<file path="src/rtl/addsub_pkg.sv">
// Shared constants and types for the pipelined carry-lookahead adder/subtractor.
package addsub_pkg;

  localparam int WIDTH_DEF = 32;
  localparam int GROUP_DEF = 4;
  localparam int NGROUP    = WIDTH_DEF / GROUP_DEF;

  localparam logic OP_ADD = 1'b0;
  localparam logic OP_SUB = 1'b1;

  typedef struct packed {
    logic c_out;
    logic ovf;
    logic zero;
  } flags_t;

endpackage

</file>
<file path="src/rtl/addsub_cla_carry_dist.sv">
// One lookahead group on the way down: ripples the group carry-in through the
// group's bit-level g/p terms and forms the sum bits.
module cla_carry_dist
  import addsub_pkg::*;
#(
  parameter int GROUP_W = GROUP_DEF
) (
  input  logic [GROUP_W-1:0] g,
  input  logic [GROUP_W-1:0] p,
  input  logic               c_in,
  output logic [GROUP_W-1:0] sum,
  output logic               c_msb,
  output logic               c_out
);

  // Intra-group carry chain and sum formation.
  always_comb begin
    logic [GROUP_W:0] c_v;
    c_v    = '0;
    c_v[0] = c_in;
    for (int j = 0; j < GROUP_W; j++) begin
      c_v[j+1] = g[j] | (p[j] & c_v[j]);
    end
    sum   = p ^ c_v[GROUP_W-1:0];
    c_msb = c_v[GROUP_W-1];
    c_out = c_v[GROUP_W];
  end

endmodule

</file>
<file path="src/rtl/addsub_cla_pipe.sv">
// Two-stage pipelined carry-lookahead adder/subtractor with valid/ready on
// both sides: stage 1 holds bit g/p and group carries, stage 2 holds results.
module addsub_cla_pipe
  import addsub_pkg::*;
#(
  parameter int WIDTH = WIDTH_DEF,
  parameter int GROUP = GROUP_DEF
) (
  input  logic             clk,
  input  logic             rst,
  input  logic             in_valid,
  output logic             in_ready,
  input  logic             op_sub,
  input  logic [WIDTH-1:0] a,
  input  logic [WIDTH-1:0] b,
  output logic             out_valid,
  input  logic             out_ready,
  output logic [WIDTH-1:0] result,
  output logic             c_out,
  output logic             ovf,
  output logic             zero
);

  localparam int N_GRP = WIDTH / GROUP;

  logic [WIDTH-1:0] b_eff_s, g_s, p_s, sum_s;
  logic             cin_s;
  logic [N_GRP-1:0] grp_g_s, grp_p_s;
  logic [N_GRP:0]   gc_s;
  logic             en1_s, en2_s, c_top_s;
  flags_t           flags_s;

  logic [WIDTH-1:0] g_r, p_r, result_r;
  logic [N_GRP:0]   gc_r;
  logic             v1_r, v2_r;
  flags_t           flags_r;

  // Operand preparation: subtraction is a + ~b + 1.
  always_comb begin
    cin_s   = op_sub;
    b_eff_s = (op_sub == OP_SUB) ? ~b : b;
    g_s     = a & b_eff_s;
    p_s     = a ^ b_eff_s;
  end

  // Reduce bit g/p to per-group generate and propagate.
  always_comb begin
    logic g_acc;
    logic p_acc;
    grp_g_s = '0;
    grp_p_s = '0;
    g_acc   = 1'b0;
    p_acc   = 1'b1;
    for (int k = 0; k < N_GRP; k++) begin
      g_acc = 1'b0;
      p_acc = 1'b1;
      for (int j = 0; j < GROUP; j++) begin
        g_acc = g_s[k*GROUP+j] | (p_s[k*GROUP+j] & g_acc);
        p_acc = p_acc & p_s[k*GROUP+j];
      end
      grp_g_s[k] = g_acc;
      grp_p_s[k] = p_acc;
    end
  end

  // Group carry-ins, each expanded independently from cin (two-level lookahead).
  always_comb begin
    logic c_acc;
    gc_s    = '0;
    gc_s[0] = cin_s;
    c_acc   = 1'b0;
    for (int k = 0; k < N_GRP; k++) begin
      c_acc = cin_s;
      for (int j = 0; j <= k; j++) begin
        c_acc = grp_g_s[j] | (grp_p_s[j] & c_acc);
      end
      gc_s[k+1] = c_acc;
    end
  end

  // Pipeline advance enables; a stage loads when empty or when its consumer moves.
  always_comb begin
    en2_s = !v2_r | out_ready;
    en1_s = !v1_r | en2_s;
  end

  // Stage 1 register.
  always_ff @(posedge clk or posedge rst) begin
    if (rst) begin
      g_r  <= '0;
      p_r  <= '0;
      gc_r <= '0;
      v1_r <= 1'b0;
    end else if (en1_s) begin
      g_r  <= g_s;
      p_r  <= p_s;
      gc_r <= gc_s;
      v1_r <= in_valid;
    end
  end

  for (genvar k = 0; k < N_GRP; k++) begin : g_dist
    if (k == N_GRP - 1) begin : g_top
      logic cout_unused;
      cla_carry_dist #(.GROUP_W(GROUP)) u_dist (
        .g     (g_r[k*GROUP +: GROUP]),
        .p     (p_r[k*GROUP +: GROUP]),
        .c_in  (gc_r[k]),
        .sum   (sum_s[k*GROUP +: GROUP]),
        .c_msb (c_top_s),
        .c_out (cout_unused)
      );
    end else begin : g_low
      logic c_msb_unused;
      logic cout_unused;
      cla_carry_dist #(.GROUP_W(GROUP)) u_dist (
        .g     (g_r[k*GROUP +: GROUP]),
        .p     (p_r[k*GROUP +: GROUP]),
        .c_in  (gc_r[k]),
        .sum   (sum_s[k*GROUP +: GROUP]),
        .c_msb (c_msb_unused),
        .c_out (cout_unused)
      );
    end
  end

  // Flags from the distributed carries and the sum.
  always_comb begin
    flags_s.c_out = gc_r[N_GRP];
    flags_s.ovf   = c_top_s ^ gc_r[N_GRP];
    flags_s.zero  = ~|sum_s;
  end

  // Stage 2 register; holds while the consumer stalls a valid result.
  always_ff @(posedge clk or posedge rst) begin
    if (rst) begin
      result_r <= '0;
      flags_r  <= '0;
      v2_r     <= 1'b0;
    end else if (en2_s) begin
      result_r <= sum_s;
      flags_r  <= flags_s;
      v2_r     <= v1_r;
    end
  end

  assign in_ready  = en1_s;
  assign out_valid = v2_r;
  assign result    = result_r;
  assign c_out     = flags_r.c_out;
  assign ovf       = flags_r.ovf;
  assign zero      = flags_r.zero;

endmodule
</file>
<file path="config.mk">
export PLATFORM = sky130hd
export DESIGN_NAME = addsub_cla_pipe
export DESIGN_NICKNAME = d
export VERILOG_FILES = /design/src/rtl/addsub_pkg.sv /design/src/rtl/addsub_cla_carry_dist.sv /design/src/rtl/addsub_cla_pipe.sv
export SDC_FILE = /design/constraint.sdc
export NUM_CORES = 1
export LEC_CHECK = 0
export ABC_CLOCK_PERIOD_IN_PS = 4300
export BUFFER_PORTS_ARGS = -buffer_cell sky130_fd_sc_hd__buf_2
export CAP_MARGIN = 20
export CORE_MARGIN = 3
export CORE_UTILIZATION = 55
export DETAILED_ROUTE_END_ITERATION = 8
export GPL_ROUTABILITY_DRIVEN = 0
export GPL_TIMING_DRIVEN = 0
export PLACE_DENSITY = 0.8
export REMOVE_ABC_BUFFERS = 1
export SLEW_MARGIN = 10
export SYNTH_ARGS = -nofsm -noshare
export SYNTH_HDL_FRONTEND = slang
export SYNTH_SLANG_ARGS = --single-unit
</file>
<file path="constraint.sdc">
create_clock -name clk -period 4.3 [get_ports clk]
set_clock_uncertainty 0.1 [all_clocks]
set_input_delay 0.645 -clock clk [delete_from_list [all_inputs] [get_ports clk]]
set_output_delay 0.645 -clock clk [all_outputs]
set_load 0.005 [all_outputs]
</file>
==> metrics.txt, run 1 <==
# TYPE chip_impl_metric gauge
chip_impl_metric{name="cts-resized-gates",unit=""} 0
chip_impl_metric{name="cts.sink_count",unit=""} 102
chip_impl_metric{name="sequentialPowerShare",unit=""} 0.468
chip_impl_metric{name="critical_path_required",unit="ns"} 4.45
chip_impl_metric{name="period_share",unit=""} 0.7859
chip_impl_metric{name="remaining_drc_errors",unit=""} 0
chip_impl_metric{name="setup_viol",unit=""} 0
chip_impl_metric{name="crit_path_max_fanout",unit=""} 34
chip_impl_metric{name="globalRouteOverflowTotal",unit=""} 0
chip_impl_metric{name="hpwlAfterDp",unit="um"} 8358
chip_impl_info{name="rsz0062_at_grt",value="no"} 1
chip_impl_metric{name="final_cell_count_no_fill",unit=""} 709
chip_impl_metric{name="report.final.hold_viol_count",unit=""} 0
chip_impl_metric{name="post_synth_inst_count",unit=""} 476
chip_impl_metric{name="grt_max_degree",unit=""} 62
chip_impl_metric{name="worst-r2r-setup-slack",unit="ns"} 1.39
chip_impl_metric{name="htreeDepth",unit=""} 3
chip_impl_metric{name="post_synth_instance_area",unit="um2"} 5341
chip_impl_metric{name="fp.coreArea",unit="um2"} 9328
chip_impl_metric{name="comb_power_share",unit=""} 0.307
chip_impl_metric{name="power.switching_fraction",unit=""} 0.3167
chip_impl_metric{name="area_growth",unit="%"} 16.61
chip_impl_metric{name="ys_warn_count",unit=""} 0
chip_impl_metric{name="worst_hold_slack",unit="ns"} 0.2691
chip_impl_info{name="ys.flop_type",value="dfrtp_1"} 1
chip_impl_metric{name="internal-power",unit="mW"} 1.917
chip_impl_metric{name="power.clock.fraction",unit=""} 0.225
chip_impl_metric{name="rows",unit=""} 35
chip_impl_metric{name="yosysSeqAreaShare",unit=""} 0.4779
chip_impl_metric{name="n_antenna_cell",unit=""} 0
chip_impl_info{name="timing.critical_path.from_type",value="input port"} 1
chip_impl_metric{name="ys_types",unit=""} 36
chip_impl_metric{name="fin_nets",unit=""} 700
chip_impl_info{name="status",value="complete, no violations"} 1
chip_impl_metric{name="power_dens_cells",unit="nW/um2"} 450.5
chip_impl_metric{name="worst-slew-pin-transition",unit="ns"} 1.016
chip_impl_metric{name="cts_made_buffers",unit=""} 9
chip_impl_metric{name="static-leakage-power",unit="nW"} 3.159
chip_impl_metric{name="wire_per_inst",unit="um"} 15.81
chip_impl_metric{name="detailedRoute.firstIterationViolations",unit=""} 120
chip_impl_metric{name="drv_cap",unit=""} 0
chip_impl_info{name="timing.critical_path.to_type",value="flip-flop"} 1
chip_impl_metric{name="post_dp_cell_area",unit="um2"} 6018
chip_impl_metric{name="async_flop_share",unit=""} 1.000
chip_impl_metric{name="total_switching_power",unit="mW"} 0.8886
chip_impl_info{name="timing.hold.worst.class",value="input port to async pin"} 1
chip_impl_metric{name="worstSkewPairLatency",unit="ns"} 0.36
chip_impl_metric{name="timing.critical_path.arrival",unit="ns"} 3.53
chip_impl_metric{name="detailroute.via_count",unit=""} 3782
chip_impl_metric{name="layout-drive-gt1-share",unit=""} 0.3569
chip_impl_metric{name="routed_wl",unit="um"} 11210
chip_impl_metric{name="fill_cells",unit=""} 763
chip_impl_metric{name="grt_first_pass_wirelength",unit="um"} 18990
chip_impl_metric{name="die_height",unit="um"} 104.5
chip_impl_metric{name="antenna_violating_nets_post_route",unit=""} 0
chip_impl_metric{name="final_slew_viol_count",unit=""} 0
chip_impl_metric{name="clkTransAtPathRegs",unit="ns"} 0.10
chip_impl_metric{name="synth_edf_count",unit=""} 0
chip_impl_metric{name="synthesis.area_per_instance",unit="um2"} 11.22
chip_impl_metric{name="post-place-cells",unit=""} 693
chip_impl_metric{name="finish.instance_area",unit="um2"} 6228
chip_impl_metric{name="initial_core_util",unit=""} 0.5726
chip_impl_metric{name="die_area",unit="um2"} 10930
chip_impl_metric{name="timing.final.crit_period",unit="ns"} 3.380
chip_impl_metric{name="place.port_buffers",unit=""} 105
chip_impl_metric{name="cts.repair_timing.setup_buffer_count",unit=""} 0
chip_impl_metric{name="synthesized_flop_and_latch_total",unit=""} 102
chip_impl_metric{name="die_w",unit="um"} 104.5
chip_impl_metric{name="routed_via_count_divided_by_cell_count",unit=""} 5.334
chip_impl_metric{name="irDropWorstVdd",unit="mV"} 0.2101
chip_impl_metric{name="detailedRoute.firstPassIterationCount",unit=""} 5
chip_impl_metric{name="grt_pass1_vias",unit=""} 3903
chip_impl_metric{name="relSlewSlack",unit=""} 0.3226
chip_impl_metric{name="track_usage",unit=""} 0.2143
chip_impl_metric{name="boundaryPins",unit=""} 106
chip_impl_info{name="ctsRootBufferMaster",value="clkbuf_8"} 1
chip_impl_info{name="critPathKind",value="input port to flip-flop"} 1
chip_impl_metric{name="ctsLongestPathBuffers",unit=""} 2
chip_impl_metric{name="antenna_found_initial",unit=""} 0
chip_impl_metric{name="cts_hold_repair.buffers",unit=""} 0
chip_impl_info{name="cts_tree",value="yes"} 1
chip_impl_metric{name="fmax",unit="MHz"} 295.9
[sequential cells by signal (all words and copies together), names as in the netlist]
signal and count:
zero 1, ovf 1, gc_r 9, g_r 24
result 32, v1_r 1, out_valid 1, c_out 1
p_r 32
[layer usage]
layer / vias to the layer above / routed length [um] / global-route usage
li1: 1827 / - / -
met1: 1849 / 5116 / 0.2993
met2: 95 / 5390 / 0.3478
met3: 11 / 572 / 0.03459
met4: 0 / 132 / 0.05983
met5: - / 0 / 0
[through the flow]
stage	setup TNS [ns]	total power, mW	setup WS [ns]	utilization
6_report	0	2.806	0.9204	0.6677
5_1_grt	0	3.009	0.5935	0.6677
4_1_cts	0	2.836	0.8384	0.6677
3_5_place_dp	0	2.202	0.4452	0.6452
3_3_place_gp	-157.86	2.155	-2.268	0.6372
2_1_floorplan	-3.202	1.840	-0.07171	-
[cells in the mapped netlist (2+ instances only)]
library cell,count,share of area
a21o_1,2,0.0028
a21oi_1,18,0.017
and3_1,2,0.0023
buf_1,2,0.0014
buf_2,5,0.0047
clkbuf_1,11,0.0077
dfrtp_1,102,0.48
ha_1,56,0.13
mux2_2,62,0.13
nand2_1,89,0.063
nand2b_1,4,0.0047
nand3_1,3,0.0028
nand4_1,4,0.0047
nor2_1,20,0.014
nor2b_1,4,0.0047
nor3_1,2,0.0019
nor4_1,7,0.0082
o21ai_0,11,0.010
or2_2,16,0.019
xnor2_1,4,0.0066
xor2_1,37,0.061
[worst paths after layout]
check,from,to,cells past startpoint
max,op_sub,gc_r[8],11
min,rst,result[13],2
max reg2reg,gc_r[7],zero,9
min reg2reg,c_out,c_out,2
max in group asynchronous,rst,p_r[19],3
min in group clk,c_out,c_out,2
[power by group through the flow]
stage / Sequential, mW / Clock, mW / Combinational, mW
2_1_floorplan: 1.32 / 0 / 0.521
3_3_place_gp: 1.32 / 0 / 0.835
3_5_place_dp: 1.33 / 0 / 0.869
4_1_cts: 1.32 / 0.645 / 0.875
5_1_grt: 1.34 / 0.685 / 0.980
6_report: 1.31 / 0.631 / 0.862
[cells in the final DEF (no fill, tap or decap), types with 2 or more instances in the layout]
cell type and n:
buf_2 105, dfrtp_1 102, nand2_1 88, mux2_2 62, ha_1 56, xor2_1 37
nor2_1 20, a21oi_1 18, or2_2 16, o21ai_0 11, clkbuf_8 11, nor4_1 7
nand4_1 4, xnor2_1 4, nand2b_1 3, nand3_1 3, nor2b_1 3, nor3_1 2
a21o_1 2, and3_1 2, clkinv_4 2, buf_16 2
[critical path, stage by stage]
cell and delay, ns:
buf_2 0.76, xor2_1 0.17, ha_1 0.35, a21oi_2 0.16
nor2_1 0.09, o31ai_2 0.31, a21oi_1 0.14, nand4b_1 0.22
a31oi_1 0.27, o211ai_1 0.17, o221a_1 0.24
[cells by family after synthesis]
logic type      after synthesis  share of synthesized area
fa+ha+maj                    56                     0.1312
compound gates               41                    0.04732
buf+inv                      20                    0.01663
xor+xnor                     41                    0.06723
flops                       102                     0.4779
mux                          62                     0.1307
simple gates                154                     0.1291
[cell type report]
| type | instances | area [um2] | share of cell area |
|---|---|---|---|
| Clock buffer | 12 | 155.1 | 0.02491 |
| Clock inverter | 4 | 55.05 | 0.008839 |
| Inverter | 1 | 6.256 | 0.001004 |
| Multi-Input combinational cell | 354 | 2718 | 0.4363 |
| Sequential cell | 102 | 2552 | 0.4098 |
| Tap cell | 129 | 161.4 | 0.02591 |
| Timing Repair Buffer | 107 | 580.6 | 0.09321 |
Power figures use the tool's default switching activity.
==> inputs of run 2 (changes only) <==
ABC_CLOCK_PERIOD_IN_PS = 3200   (was 4300)
clock period = 3.2 ns   (was 4.3 ns; I/O delays follow)
==> run 2 against run 1 <==
Net effect: sequential cell count unchanged; critical endpoint is now zero; routed wire length barely moved; highest routed layer unchanged; via count did not move; combinational power grew 35%; count of clock-buffer cells in the layout is the same.
==> metrics.txt, run 2 (synthesized netlist as in run 1, its figures left out) <==
# TYPE chip_impl_metric gauge
chip_impl_metric{name="layout-drive-gt1-share",unit=""} 0.3569
chip_impl_metric{name="detailedRoute.firstIterationViolations",unit=""} 120
chip_impl_metric{name="track_usage",unit=""} 0.2143
chip_impl_metric{name="fp.coreArea",unit="um2"} 9328
chip_impl_metric{name="initial_core_util",unit=""} 0.5726
chip_impl_info{name="timing.critical_path.from_type",value="flip-flop"} 1
chip_impl_metric{name="worst-slew-pin-transition",unit="ns"} 0.9053
chip_impl_metric{name="worst-r2r-setup-slack",unit="ns"} 0.29
chip_impl_metric{name="antenna_found_initial",unit=""} 0
chip_impl_metric{name="detailroute.via_count",unit=""} 3782
chip_impl_metric{name="fin_setup_tns",unit="ns"} 0
chip_impl_metric{name="boundaryPins",unit=""} 106
chip_impl_metric{name="report.final.hold_viol_count",unit=""} 0
chip_impl_metric{name="die_height",unit="um"} 104.5
chip_impl_metric{name="die_area",unit="um2"} 10930
chip_impl_metric{name="final_slew_viol_count",unit=""} 0
chip_impl_metric{name="rows",unit=""} 35
chip_impl_metric{name="detailedRoute.firstPassIterationCount",unit=""} 5
chip_impl_info{name="cts_tree",value="yes"} 1
chip_impl_metric{name="grt_first_pass_wirelength",unit="um"} 18990
chip_impl_info{name="timing.hold.worst.class",value="input port to async pin"} 1
chip_impl_info{name="timing.critical_path.from",value="gc_r[7]"} 1
chip_impl_info{name="status",value="complete, no violations"} 1
chip_impl_metric{name="antenna_violating_nets_post_route",unit=""} 0
chip_impl_info{name="rsz0062_at_grt",value="no"} 1
chip_impl_metric{name="timing.critical_path.arrival",unit="ns"} 3.11
chip_impl_metric{name="worst_r2r_path_cells",unit=""} 9
chip_impl_metric{name="grt_pass1_vias",unit=""} 3903
chip_impl_metric{name="period_share",unit=""} 0.9104
chip_impl_metric{name="utilization",unit=""} 0.6680
chip_impl_metric{name="htreeDepth",unit=""} 3
chip_impl_metric{name="setup_viol",unit=""} 0
chip_impl_metric{name="ctsLongestPathBuffers",unit=""} 2
chip_impl_info{name="cpMostUsedCell",value="ha_1"} 1
chip_impl_info{name="highest_count_cells_in_the_layout_ignoring_fill_and_taps",value="buf_2 (104), dfrtp_1 (102), nand2_1 (88)"} 1
chip_impl_metric{name="grt_max_degree",unit=""} 62
chip_impl_metric{name="globalRouteOverflowTotal",unit=""} 0
chip_impl_metric{name="timing.final.crit_period",unit="ns"} 2.913
chip_impl_metric{name="maximum_single_stage_delay_on_the_critical_path",unit="ns"} 0.48
chip_impl_metric{name="cts_hold_repair.buffers",unit=""} 0
chip_impl_metric{name="static-leakage-power",unit="nW"} 3.160
chip_impl_metric{name="crit_path_max_fanout",unit=""} 2
chip_impl_info{name="timing.critical_path.to_type",value="flip-flop"} 1
chip_impl_metric{name="area_growth",unit="%"} 16.66
chip_impl_metric{name="drv_cap",unit=""} 0
chip_impl_metric{name="n_antenna_cell",unit=""} 0
chip_impl_metric{name="irDropWorstVdd",unit="mV"} 0.2823
chip_impl_metric{name="hpwlAfterDp",unit="um"} 8358
chip_impl_metric{name="remaining_drc_errors",unit=""} 0
chip_impl_info{name="crit-reg2reg-launch",value="gc_r[7]"} 1
chip_impl_metric{name="power_dens_cells",unit="nW/um2"} 605.2
chip_impl_info{name="ctsRootBufferMaster",value="clkbuf_8"} 1
chip_impl_metric{name="place.port_buffers",unit=""} 105
chip_impl_metric{name="clkTransAtPathRegs",unit="ns"} 0.10
chip_impl_metric{name="routed_wl",unit="um"} 11210
chip_impl_info{name="layout_commonest_cell",value="buf_2"} 1
chip_impl_metric{name="wire_per_inst",unit="um"} 15.81
chip_impl_metric{name="routed_via_count_divided_by_cell_count",unit=""} 5.334
chip_impl_metric{name="fmax",unit="MHz"} 343.3
chip_impl_metric{name="die_w",unit="um"} 104.5
chip_impl_info{name="worstPathCellList",value="ha_1 > or2_2 > ha_1 > or2_2 > ha_1 > nor4_1 > nand4_1 > nor3_1 > a22o_1"} 1
chip_impl_metric{name="fin_nets",unit=""} 700
chip_impl_metric{name="cts.sink_count",unit=""} 102
chip_impl_metric{name="cts_made_buffers",unit=""} 9
chip_impl_info{name="worst_r2r_endpoint",value="zero"} 1
chip_impl_info{name="critPathKind",value="flip-flop to flip-flop"} 1
chip_impl_metric{name="relSlewSlack",unit=""} 0.3952
chip_impl_info{name="critPathSlowestCell",value="nor4_1"} 1
chip_impl_metric{name="critical_path_required",unit="ns"} 3.39
chip_impl_metric{name="worstSkewPairLatency",unit="ns"} 0.36
[run 2: worst max-delay path by stage]
stage / end / slack, ns
floorplan: gc_r[8] / -1.01
global placement: in_ready / -3.04
detailed placement: gc_r[8] / -0.49
CTS: zero / 0.21
global route: gc_r[8] / 0.03
finish: zero / 0.29
[run 2: final cells by class]
class	instances	area (um2)
fillers	762	3097
multi-input cells	354	2718
flip-flops and latches	102	2552
repair buffers	107	583.1
well taps	129	161.4
clock buffers	12	155.1
clock inverters	4	55.05
inverters	1	6.256
[run 2: layer usage]
metal  vias to the layer above  track usage  routed length [um]
met5                         -            0                   0
met4                         0      0.05983                 132
met3                        11      0.03459                 572
met2                        95       0.3478                5390
met1                      1849       0.2993                5115
li1                       1827            -                   -
[run 2: through the flow]
step	setup slack, ns	hold WS (ns)	area, um2	total power [mW]	std cells
floorplan	-1.007	0.3571	5256	2.472	457
global placement	-3.038	0.3452	5943	2.896	691
detailed placement	-0.4898	0.3559	6018	2.958	693
CTS	0.2058	0.1164	6231	3.812	709
global route	0.02795	0.1474	6231	4.043	709
finish	0.2867	0.1041	6231	3.771	709
[run 2: worst max-delay path, delay by kind of cell (launching register included)]
family                   cells  cell delay [ns]
AND/OR/NAND/NOR              5             1.52
adder cells (fa/ha/maj)      3             0.67
flip-flops                   1             0.40
AO/OA/AOI/OAI                1             0.16
[run 2: timing repair]
action / CTS / global route
setup endpoints to repair: 1 / 0
hold endpoints to repair: 0 / 0
setup buffers: 0 / 0
resized for setup: 1 / 0
[run 2: where the power goes]
group | internal [mW] | leakage [nW] | switching, mW | total, mW
Sequential | 1.59 | 1.23 | 0.172 | 1.76
Clock | 0.408 | 0.103 | 0.440 | 0.848
Combinational | 0.576 | 1.82 | 0.583 | 1.16
